[config.mk]
export PLATFORM = sky130hd
export DESIGN_NAME = sw_query_dispatcher
export DESIGN_NICKNAME = d
export VERILOG_FILES = /design/src/rtl/sw_query_dispatcher.sv
export SDC_FILE = /design/constraint.sdc
export NUM_CORES = 1
export LEC_CHECK = 0
export CORE_UTILIZATION = 35
export DETAILED_ROUTE_END_ITERATION = 6
export MAX_ROUTING_LAYER = met4
export PLACE_DENSITY = 0.66
export SLEW_MARGIN = 20
export SYNTH_ARGS = -nofsm -noshare
export SYNTH_HDL_FRONTEND = slang
export SYNTH_SLANG_ARGS = --single-unit
[constraint.sdc]
create_clock -name clk -period 2.85 [get_ports clk]
set_input_delay 0.57 -clock clk [delete_from_list [all_inputs] [get_ports clk]]
set_output_delay 0.57 -clock clk [all_outputs]
set_load 0.05 [all_outputs]
[src/rtl/sw_query_dispatcher.sv]
// -----------------------------------------------------------------------------
// sw_query_dispatcher
//
// Command front-end of the Smith-Waterman accelerator. Takes a 128-bit header
// from the host stream and then one 128-bit query word per query. For each
// query it starts the SW core against the DDR3 reference, returns one result
// word per reported hit and then a terminator word.
//
// Ports
//   clk, rst          clock, synchronous active-high reset
//   s1i_*             input stream (valid/rdy/data): header, then query words
//   s1o_*             output stream (valid/rdy/data): result and terminator words
//   core_start        one-cycle start pulse to the SW core
//   core_query        query bases, held from start until the next query is loaded
//   core_ref_base     DDR3 byte address of the first reference block
//   core_ref_blocks   reference length in 256-bit blocks
//   core_threshold    minimum score for a reported hit
//   core_hit_*        hit handshake from the core (valid/ready/loc/score)
//   core_done         core finished the current query (after its last hit)
//   busy              high whenever the dispatcher is not idle
//
// Header word : [31:0] ref_blocks, [63:32] ref_base, [95:64] num_queries,
//               [127:96] threshold (low SCORE_W bits used)
// Result word : [31:0] location, [47:32] query idx, [63:48] score,
//               [126:64] zero, [127] last
// Terminator  : location all-ones, score 0, last = 1
// -----------------------------------------------------------------------------
module sw_query_dispatcher #(
   parameter int DATA_W  = 128,
   parameter int ADDR_W  = 32,
   parameter int IDX_W   = 16,
   parameter int SCORE_W = 16
) (
   input  logic               clk,
   input  logic               rst,

   input  logic               s1i_valid,
   output logic               s1i_rdy,
   input  logic [DATA_W-1:0]  s1i_data,

   output logic               s1o_valid,
   input  logic               s1o_rdy,
   output logic [DATA_W-1:0]  s1o_data,

   output logic               core_start,
   output logic [DATA_W-1:0]  core_query,
   output logic [ADDR_W-1:0]  core_ref_base,
   output logic [31:0]        core_ref_blocks,
   output logic [SCORE_W-1:0] core_threshold,
   input  logic               core_hit_valid,
   output logic               core_hit_ready,
   input  logic [ADDR_W-1:0]  core_hit_loc,
   input  logic [SCORE_W-1:0] core_hit_score,
   input  logic               core_done,

   output logic               busy
);

   // Header field positions
   localparam int HDR_BLOCKS_LSB = 0;
   localparam int HDR_BASE_LSB   = 32;
   localparam int HDR_NUMQ_LSB   = 64;
   localparam int HDR_THR_LSB    = 96;

   // Result word field positions
   localparam int RES_LOC_LSB    = 0;
   localparam int RES_IDX_LSB    = 32;
   localparam int RES_SCORE_LSB  = 48;

   // FSM encoding
   localparam logic [2:0] S_IDLE  = 3'd0;
   localparam logic [2:0] S_QLOAD = 3'd1;
   localparam logic [2:0] S_START = 3'd2;
   localparam logic [2:0] S_RUN   = 3'd3;
   localparam logic [2:0] S_TERM  = 3'd4;
   localparam logic [2:0] S_NEXT  = 3'd5;

   logic [2:0]  state;
   logic [2:0]  state_nxt;

   logic [31:0] num_queries;
   logic [31:0] q_count;      // queries completed since the header
   logic [31:0] q_count_inc;
   logic        done_seen;    // core_done seen for the running query

   logic        in_acc;
   logic        out_free;
   logic        out_pop;
   logic        hit_acc;
   logic        load_hit;
   logic        load_term;
   logic [31:0] hdr_num_queries;

   // --------------------------------------------------------------------------
   // Result word formatting
   // --------------------------------------------------------------------------
   function automatic logic [DATA_W-1:0] result_word(
      input logic [ADDR_W-1:0]  loc,
      input logic [IDX_W-1:0]   idx,
      input logic [SCORE_W-1:0] score,
      input logic               last
   );
      logic [DATA_W-1:0] w;
      w = '0;
      w[RES_LOC_LSB   +: ADDR_W]  = loc;
      w[RES_IDX_LSB   +: IDX_W]   = idx;
      w[RES_SCORE_LSB +: SCORE_W] = score;
      w[DATA_W-1]                 = last;
      return w;
   endfunction

   // --------------------------------------------------------------------------
   // Handshakes and combinational outputs
   // --------------------------------------------------------------------------
   // s1i_rdy is also held low during reset so every output reads 0 while rst
   // is asserted, even though the state register is already IDLE.
   assign s1i_rdy        = !rst && ((state == S_IDLE) || (state == S_QLOAD));
   assign in_acc         = s1i_valid && s1i_rdy;

   // Single-entry output register: it can accept a new word in the same cycle
   // the held word is taken downstream.
   assign out_free       = !s1o_valid || s1o_rdy;
   assign out_pop        = s1o_valid && s1o_rdy;

   assign core_hit_ready = (state == S_RUN) && out_free;
   assign hit_acc        = core_hit_valid && core_hit_ready;

   assign load_hit       = hit_acc;
   assign load_term      = (state == S_TERM) && out_free;

   assign core_start     = (state == S_START);
   assign busy           = (state != S_IDLE);

   assign q_count_inc     = q_count + 32'd1;
   assign hdr_num_queries = s1i_data[HDR_NUMQ_LSB +: 32];

   // --------------------------------------------------------------------------
   // Next-state logic
   // --------------------------------------------------------------------------
   always_comb begin
      state_nxt = state;
      case (state)
         S_IDLE: begin
            // A header with zero queries is consumed and the block stays idle.
            if (in_acc && (hdr_num_queries != '0)) begin
               state_nxt = S_QLOAD;
            end
         end
         S_QLOAD: begin
            if (in_acc) begin
               state_nxt = S_START;
            end
         end
         S_START: begin
            state_nxt = S_RUN;
         end
         S_RUN: begin
            // A hit still offered by the core must be taken before the
            // terminator, so a hit arriving with done is emitted first.
            if (done_seen && !core_hit_valid) begin
               state_nxt = S_TERM;
            end
         end
         S_TERM: begin
            if (out_free) begin
               state_nxt = S_NEXT;
            end
         end
         S_NEXT: begin
            if (out_pop) begin
               state_nxt = (q_count_inc == num_queries) ? S_IDLE : S_QLOAD;
            end
         end
         default: begin
            state_nxt = S_IDLE;
         end
      endcase
   end

   // --------------------------------------------------------------------------
   // State, header and query registers
   // --------------------------------------------------------------------------
   always_ff @(posedge clk) begin
      if (rst) begin
         state           <= S_IDLE;
         core_ref_blocks <= '0;
         core_ref_base   <= '0;
         num_queries     <= '0;
         core_threshold  <= '0;
         core_query      <= '0;
         q_count         <= '0;
         done_seen       <= 1'b0;
      end else begin
         state <= state_nxt;

         if ((state == S_IDLE) && in_acc) begin
            core_ref_blocks <= s1i_data[HDR_BLOCKS_LSB +: 32];
            core_ref_base   <= s1i_data[HDR_BASE_LSB   +: ADDR_W];
            num_queries     <= hdr_num_queries;
            core_threshold  <= s1i_data[HDR_THR_LSB    +: SCORE_W];
            q_count         <= '0;
         end

         if ((state == S_QLOAD) && in_acc) begin
            core_query <= s1i_data;
         end

         if (state == S_START) begin
            done_seen <= 1'b0;
         end else if ((state == S_RUN) && core_done) begin
            done_seen <= 1'b1;
         end

         if ((state == S_NEXT) && out_pop) begin
            q_count <= q_count_inc;
         end
      end
   end

   // --------------------------------------------------------------------------
   // Output register
   // --------------------------------------------------------------------------
   always_ff @(posedge clk) begin
      if (rst) begin
         s1o_valid <= 1'b0;
         s1o_data  <= '0;
      end else begin
         if (load_hit) begin
            s1o_valid <= 1'b1;
            s1o_data  <= result_word(core_hit_loc, q_count[IDX_W-1:0],
                                     core_hit_score, 1'b0);
         end else if (load_term) begin
            s1o_valid <= 1'b1;
            s1o_data  <= result_word('1, q_count[IDX_W-1:0], '0, 1'b1);
         end else if (out_pop) begin
            s1o_valid <= 1'b0;
         end
      end
   end

endmodule

==> results.yml <==
worst_hold_path:
  hold_path_startpoint: "rst"
  hold_path_depth: 2
  min_path_type: "in2reg"
  timing.hold.worst_endpoint: "s1o_data[58]$_SDFFE_PP0P_"
placement:
  gpl.final_weighted_congestion: 0.905
  place_hpwl_mm: 35.0
  port-buffer-count: 459
  placedInstanceArea_sq_um: 19000
cts:
  worst_skew_pair.late_latency_ns: 0.57
  tritoncts_clock_tree: "yes"
  number_of_cts_inserted_buffers: 39
  clock_pin_transition_on_the_worst_setup_and_hold_timing_paths_ns: 0.06
  cts.sink_count: 342
  max-clock-path-buffers: 3
  cts_max_level: 2
  cts.root.buffer_cell: "sky130_fd_sc_hd__clkbuf_16"
  cts_hold_buf: 0
cells_and_area:
  layout-drive-gt1-share_pct: 6.52
  syn_to_final_growth_pct: 44.8
  finalNetCount: 2409
  design_area_sq_um: 20300
setup_path:
  regToRegEndpoint: "state[0]$_SDFFE_PP0P_"
  critPathLaunchType: "flip-flop"
  path_cells: "ha_1, and3_1, nand4_1, xnor2_1, a211o_2, or4_1, nor4_1, a21oi_1"
  required_time_reported_for_the_critical_path_endpoint_ns: 3.29
  critical_path.endpoint_type: "flip-flop"
  r2r_setup_slack_ns: 0.13
  slowest_delay_ns: 0.50
  worst_ep_arrival_time_ns: 3.15
  crit-reg2reg-launch: "q_count[1]$_SDFFE_PP0P_"
  crit_type: "reg2reg"
  slowest_stage: "sky130_fd_sc_hd__or4_1"
  reg2reg_depth: 8
  cp_max_fo: 6
power_and_ir_drop:
  worst_ir_drop_vdd_mv: 0.521
  pwr_density_cell_nw_per_um2: 582
  finalPower_w: 0.0118
  leakagePower_nw: 7.23
grt:
  antenna_found_initial: 4
  total_routing_resource_utilization_after_global_routing_pct: 24.4
  globalRoute.totalOverflow: 0
  wire_length_of_the_first_global_routing_pass_mm: 76.0
  grt_pass1_vias: 13300
  grt_start_max_net_pins: 167
timing:
  timing_hold_violations_final: 0
  post-route-period-util_pct: 95.3
  fin_worst_skew_ns: 0.0300
  final-max-slew-violation-count: 0
  maxSlewHeadroom_pct: 33.4
  post-route-min-period_ns: 2.72
  grt_setup_unrepaired: "no"
  maxClockFrequency_ghz: 0.368
  tightestPinTransition_ns: 0.999
  setup_viol: 0
job:
  drv.max_cap_violation_count: 0
synthesis:
  ys_types: 60
  netlist_instances: 1806
  asyncSetResetFlopFracSynth_pct: 0
  synthesis.area_sq_um: 14000
  synthFlopType: "sky130_fd_sc_hd__dfxtp_1"
  post-synth-top-count-cell: "sky130_fd_sc_hd__nand2_1"
  synth_sequential_area_ratio_pct: 48.8
  ys_ff_latch: 342
  yosysTopAreaCellShare_pct: 48.8
  synth_area_leaders: "sky130_fd_sc_hd__dfxtp_1 49%, sky130_fd_sc_hd__nand2_1 15%, sky130_fd_sc_hd__a21oi_1 11%"
  yosys_warnings: 0
  synth_enable_flop_cells: 0
  syn_avg_cell_area_sq_um: 7.76
  synth_top_area_cell: "sky130_fd_sc_hd__dfxtp_1"
  yosys-top-cells-count: "545 x sky130_fd_sc_hd__nand2_1, 342 x sky130_fd_sc_hd__dfxtp_1, 308 x sky130_fd_sc_hd__a21oi_1"
die:
  core_region_area_sq_um: 39100
  start_util_pct: 35.9
  die_height_um: 202
  fp-row-count: 72
  dieWidth_um: 202
  floorplan.io_pins: 523
  die_area_sq_um: 40900
detailed_routing:
  initialDrtViolationCount: 734
  ant_nets: 0
  drt-wirelength-per-cell_um: 18.1
  postRouteWirelength_mm: 50.2
  drt-vias-per-instance: 5.00
  drc_errors: 0
  detailedRoute.firstPassIterationCount: 7
  via_count: 13900
outcome:
  run_status: "finished clean"
## layer usage
metal  vias up  routed length (um)  track usage [%]
li1       6729                   -                -
met1      6531               20300             27.7
met2       520               23500             38.7
met3        93                4720             8.95
met4         0                1790             9.80
met5         -                   0                -
## registers in the layout (all words and copies together) (netlist names)
register,count
core_query,128
core_ref_base,32
core_ref_blocks,32
core_threshold,16
done_seen,1
num_queries,32
q_count,32
s1o_data,65
s1o_valid,1
state,3
## power by group
group	switching, W	leakage (nW)	internal, W
clock network	0.00207	0.629	0.00300
logic	0.00114	3.84	0.000600
registers	0.0000913	2.77	0.00493
## how the worst max path moves through the flow
stage,start,endpoint,slack [ns],depth (start not counted)
floorplan,state[2]$_SDFFE_PP0P_,s1o_data[10]$_SDFFE_PP0P_,0.33,9
global placement,s1i_data[69],state[0]$_SDFFE_PP0P_,-0.32,9
detailed placement,s1i_data[69],state[0]$_SDFFE_PP0P_,-0.28,9
CTS,q_count[1]$_SDFFE_PP0P_,state[0]$_SDFFE_PP0P_,0.15,8
global route,state[1]$_SDFFE_PP0P_,core_start,0.06,3
finish,q_count[1]$_SDFFE_PP0P_,state[0]$_SDFFE_PP0P_,0.13,8
## layout make-up
class / count / area (sq um)
well taps: 518 / 648
clock inverters: 10 / 121
fillers: 3713 / 18800
clock buffers: 59 / 1160
multi-input cells: 1320 / 6340
inverters: 6 / 22.5
repair buffers: 517 / 5150
diodes: 4 / 10.0
flip-flops and latches: 342 / 6850
## kinds of logic (layout without fill, tap and decap cells)
logic type | count (synthesis) | in the layout | share of synthesized area, %
flops | 342 | 342 | 48.8
fa+ha+maj | 1 | 1 | 0.0892
mux | 3 | 3 | 0.223
buf+inv | 206 | 592 | 7.81
xor+xnor | 48 | 48 | 3.00
simple gates | 821 | 821 | 25.7
other cells | 1 | 67 | 0.0267
compound gates | 384 | 384 | 14.3
## stage by stage
step	util [%]	hold WS [ns]	std cells	setup WS (ns)	setup TNS, ns
floorplan	-	0.448	1868	0.328	0
global placement	48.6	0.441	2703	-0.316	-0.316
detailed placement	48.6	0.446	2703	-0.276	-0.276
CTS	51.9	0.242	2772	0.148	0
global route	51.9	0.255	2776	0.0641	0
finish	51.9	0.274	2776	0.135	0
## critical path, delay by kind of cell (launching register included)
family,cells,cell delay [ns]
and+or+nand+nor,4,1.32
DFF,1,0.43
AOI/OAI and AO/OA,2,0.41
adders and majority gates,1,0.23
xor gates and xnor gates,1,0.21
## placed cells by master, fill, tap and decap left out, drive strengths merged, types with 3 or more instances in the layout
master         synthesis  final
and2                  14     14
or4                    6      6
a311oi                 4      4
clkbuf               125     59
nor2b                  5      5
clkinv                 0      6
a31oi                  7      7
inv                    6      7
a21oi                308    308
xor2                  16     16
and4                   8      8
buf                   75     61
xnor2                 32     32
nor3                  85     85
nand4                 15     15
o221ai                 3      3
conb                   1     63
or3                   11     11
nor2                  75     75
and3                   6      6
clkdlybuf4s50          0    454
nor3b                  3      3
nand2                547    547
diode                  0      4
o21ai                 46     46
dfxtp                342    342
a22oi                  3      3
nor4                  15     15
nand3                 28     28
## timing repair
action                     in CTS  in global routing
setup endpoints to repair       2                  0
buffers inserted                0                  0
gates resized for setup         2                  0
Note: power is estimated with default switching activity, not from simulation.
